===== config.mk =====
export PLATFORM = sky130hd
export DESIGN_NAME = button_debouncer
export DESIGN_NICKNAME = d
export VERILOG_FILES = /design/src/rtl/button_debouncer.sv
export SDC_FILE = /design/constraint.sdc
export NUM_CORES = 1
export LEC_CHECK = 0
export ABC_AREA = 1
export CORE_AREA = 2 2 39 41
export CTS_BUF_LIST = sky130_fd_sc_hd__clkbuf_2
export DETAILED_ROUTE_END_ITERATION = 10
export DIE_AREA = 0 0 41 43
export PLACE_DENSITY_LB_ADDON = 0.25
export SETUP_SLACK_MARGIN = 0.02
export SLEW_MARGIN = 15
export SYNTH_ARGS = -nofsm -noshare
export SYNTH_HDL_FRONTEND = slang
export SYNTH_SLANG_ARGS = --single-unit

===== constraint.sdc =====
create_clock -name clk -period 3.4 [get_ports clk]
set_input_delay 0.51 -clock clk [delete_from_list [all_inputs] [get_ports clk]]
set_output_delay 0.51 -clock clk [all_outputs]
set_load 0.01 [all_outputs]

===== src/rtl/button_debouncer.sv =====
// button_debouncer: synchronizes a raw push-button level into the clk domain
// and accepts a level change only after STABLE_CYCLES consecutive identical
// samples. Produces a registered clean level plus one-cycle press/release
// strobes.
// Build option: define BUTTON_DEBOUNCE_SYNC_EN for the two-flop synchronizer;
// without it a single sampling flop is used (for already-synchronous sources).
module button_debouncer #(
  parameter int STABLE_CYCLES = 4
) (
  input  logic clk,
  input  logic rst,
  input  logic button,
  output logic button_clean,
  output logic press_pulse,
  output logic release_pulse
);

  localparam int CW = $clog2(STABLE_CYCLES);
  localparam logic [CW-1:0] CNT_MAX = CW'(STABLE_CYCLES - 1);
  localparam logic [CW-1:0] CNT_ONE = CW'(1);

  typedef enum logic [1:0] {
    LOW  = 2'd0,
    RISE = 2'd1,
    HIGH = 2'd2,
    FALL = 2'd3
  } state_t;

  state_t        state;
  state_t        state_next;
  logic [CW-1:0] cnt;
  logic [CW-1:0] cnt_next;
  logic          clean_next;
  logic          press_next;
  logic          release_next;
  logic          s2;

`ifdef BUTTON_DEBOUNCE_SYNC_EN
  logic s1;

  // Two-flop synchronizer bringing the asynchronous button into clk domain
  always_ff @(posedge clk) begin
    if (rst) begin
      s1 <= 1'b0;
      s2 <= 1'b0;
    end else begin
      s1 <= button;
      s2 <= s1;
    end
  end
`else
  // Single sampling flop; only safe when button is already synchronous
  always_ff @(posedge clk) begin
    if (rst) begin
      s2 <= 1'b0;
    end else begin
      s2 <= button;
    end
  end
`endif

  // State, stability counter and registered outputs
  always_ff @(posedge clk) begin
    if (rst) begin
      state         <= LOW;
      cnt           <= '0;
      button_clean  <= 1'b0;
      press_pulse   <= 1'b0;
      release_pulse <= 1'b0;
    end else begin
      state         <= state_next;
      cnt           <= cnt_next;
      button_clean  <= clean_next;
      press_pulse   <= press_next;
      release_pulse <= release_next;
    end
  end

  // Next-state logic: count consecutive opposite samples, abort on any reversal
  always_comb begin
    state_next   = state;
    cnt_next     = cnt;
    clean_next   = button_clean;
    press_next   = 1'b0;
    release_next = 1'b0;
    case (state)
      LOW: begin
        clean_next = 1'b0;
        if (s2) begin
          state_next = RISE;
          cnt_next   = CNT_ONE;
        end
      end
      RISE: begin
        if (!s2) begin
          state_next = LOW;
          cnt_next   = '0;
        end else if (cnt == CNT_MAX) begin
          state_next = HIGH;
          cnt_next   = '0;
          clean_next = 1'b1;
          press_next = 1'b1;
        end else begin
          cnt_next = cnt + CNT_ONE;
        end
      end
      HIGH: begin
        clean_next = 1'b1;
        if (!s2) begin
          state_next = FALL;
          cnt_next   = CNT_ONE;
        end
      end
      FALL: begin
        if (s2) begin
          state_next = HIGH;
          cnt_next   = '0;
        end else if (cnt == CNT_MAX) begin
          state_next   = LOW;
          cnt_next     = '0;
          clean_next   = 1'b0;
          release_next = 1'b1;
        end else begin
          cnt_next = cnt + CNT_ONE;
        end
      end
      default: begin
        state_next = LOW;
        cnt_next   = '0;
        clean_next = 1'b0;
      end
    endcase
  end

endmodule


==> flow_metrics.py <==
metrics = {
    "synth": {
        "ys_types": 16,
        "synth-edff-count": 0,
        "synth-seq-area-share_pct": 35.46,
        "synthTopCellsByCount": "nand2_1 (15), inv_1 (9), dfxtp_1 (8)",
        "synth-seq-cells": 8,
        "synthTopCellsByArea": "dfxtp_1 (35%), ha_1 (14%), nand2_1 (12%)",
        "synthCells": 60,
        "synth_compound_area_share_pct": 6.371,
        "yosys_most_used_dff": "dfxtp_1",
        "async_flop_share_pct": 0,
        "synth.avg_cell_area_um2": 7.528,
        "synth_top_family_by_area": "simple AND/OR/NAND/NOR gates",
        "post-synth-top-count-cell": "nand2_1",
        "synth_top_area_share_pct": 35.46,
        "synthSimpleGateAreaFrac_pct": 36.01,
        "syn_area_um2": 451.7,
        "yosys.area_share.adder_pct": 13.85,
        "yosysTopAreaCell": "dfxtp_1",
        "synthesis.nets": 68,
        "synth.area.mux_share_pct": 0,
        "synthXorXnorAreaFrac_pct": 0,
        "ys_warn_count": 0,
    },
    "pwr": {
        "power_leakage_nw": 0.2569,
        "ir_drop_mv": 0.2077,
        "powerDensity_nw_per_um2": 503.7,
    },
    "drt": {
        "firstDrtPassIters": 3,
        "ant_nets": 0,
        "drt-initial-drc-count": 4,
        "met3_length_um": 67,
        "wl_met1_um": 324,
        "wl_met2_um": 292,
        "vias_per_cell": 4.250,
        "vias": 357,
        "wl_um": 694,
        "drc": 0,
        "topRoutingLayerUsed": "met4",
        "routedWlPerCell_um": 8.262,
    },
    "die": {
        "core_area_um2": 1384,
        "die_h_um": 43,
        "row_count": 14,
        "initial_core_util_pct": 32.64,
        "num_io_pins": 6,
        "die_w_um": 41,
        "die_area_um2": 1763,
    },
    "grt": {
        "grt_pass1_vias": 302,
        "grt_overflow": 0,
        "antenna_found_initial": 0,
        "grt_use_total_pct": 11.58,
        "grt_pass1_wl_um": 1269,
        "grt_max_degree": 9,
    },
    "setup_path": {
        "crit_type": "reg -> out",
        "worst_setup_path_end_kind": "output pin",
        "critPathSlowestCell": "clkdlybuf4s50_1",
        "path_delay_family": "buffers and inverters",
        "crit_chain": "clkdlybuf4s50_1",
        "crit_buf_inv": 1,
        "startpoint_type": "flop",
        "crit_fanout": 2,
        "cp.arrival_ns": 1.09,
        "max_stage_delay_ns": 0.53,
        "regToRegSetupSlack_ns": 2.06,
        "crit_required_ns": 2.89,
    },
    "layout": {
        "drive_gt1_share_pct": 16.18,
        "diodes": 0,
        "multi_input_area_um2": 254.0,
        "fin_nets": 78,
        "final_core_util_pct": 38.79,
        "synthToLayoutAreaGrowth_pct": 18.84,
        "regArea_um2": 160.2,
        "nFillCells": 151,
    },
    "clock_tree": {
        "cts.sinks": 8,
        "clk_latency_ns": 0.23,
        "cts_root_buf": "clkbuf_2",
        "clk_pin_slew_ns": 0.07,
        "cts_tree": "built",
        "cts_resized": 0,
        "cts.path.max_buffers": 2,
        "cts_buffers": 3,
        "cts_setup_buffers": 0,
        "cts_hold_buffers": 0,
        "htreeDepth": 1,
    },
    "flow_run": {
        "maxCapViolations": 0,
    },
    "sta": {
        "fin_tns_setup_ns": 0,
        "period_share_pct": 47.02,
        "maxSlewHeadroom_pct": 85.29,
        "hold_viol": 0,
        "rsz0062_at_grt": "false",
        "worstMarginPinSlew_ns": 0.2203,
        "drv_slew": 0,
        "max_freq_mhz": 625.6,
        "holdWs_ns": 0.4840,
        "finalClockSkew_ns": 0.001035,
        "finalSetupViolations": 0,
        "period_minus_slack_ns": 1.599,
    },
    "place": {
        "io_buffer_count": 5,
        "post-dp-hpwl_um": 570.8,
        "place_congestion": 0.7892,
    },
    "run_status": {
        "outcome": "finished clean",
    },
    "min_path": {
        "hold_path.class": "reg -> reg",
    },
}
-- cell families after synthesis --
logic type / count (synthesis)
and+or+nand+nor: 32
buffers and inverters: 10
DFF: 8
AOI/OAI and AO/OA: 5
adders and majority gates: 5
-- metal layers --
layer | global-route usage, % | vias to the layer above
li1 | - | 199
met1 | 13.31 | 147
met2 | 13.75 | 9
met3 | 9.424 | 2
met4 | 8.000 | 0
met5 | 0 | -
-- area by class of cell --
type	instances	share of cell area, %
multi-input combinational	42	47.32
sequential	8	29.84
timing repair buffer	5	9.324
inverter	10	6.993
tap	16	3.730
clock buffer	3	2.797
-- placed cells by master (no fill, tap or decap), drive strengths merged --
cell,netlist,layout
nand2,19,19
nor2,7,7
nor3,2,2
ha,5,5
dfxtp,8,8
nand3,2,2
nand4,1,1
inv,10,10
or2,1,1
o21ai,2,2
a21oi,3,3
clkdlybuf4s50,0,5
clkbuf,0,3
-- final timing paths --
| path | startpoint | endpoint | depth (start not counted) |
|---|---|---|---|
| max | button_clean | button_clean | 1 |
| min | button_clean | button_clean | 2 |
| max reg2reg | state[0] | flop | 8 |
| min reg2reg | button_clean | button_clean | 2 |
-- report_power, final --
group          switching [W]  leakage (nW)  total [W]  internal, W
logic              0.0000539         0.179  0.0000966    0.0000427
clock network      0.0000296        0.0125  0.0000536    0.0000240
registers          0.0000119        0.0657   0.000120     0.000108
-- metrics by stage --
step | worst slack, ns | cell area [um^2] | power, W | std cells
after floorplan | 2.170 | 451.7 | 0.0001938 | 60
after global placement | 1.996 | 521.8 | 0.0002201 | 81
after detailed placement | 1.975 | 521.8 | 0.0002198 | 81
after CTS | 1.777 | 536.8 | 0.0002751 | 84
after global routing | 1.725 | 536.8 | 0.0002967 | 84
final | 1.801 | 536.8 | 0.0002704 | 84
Note: power is estimated with default switching activity, not from simulation.
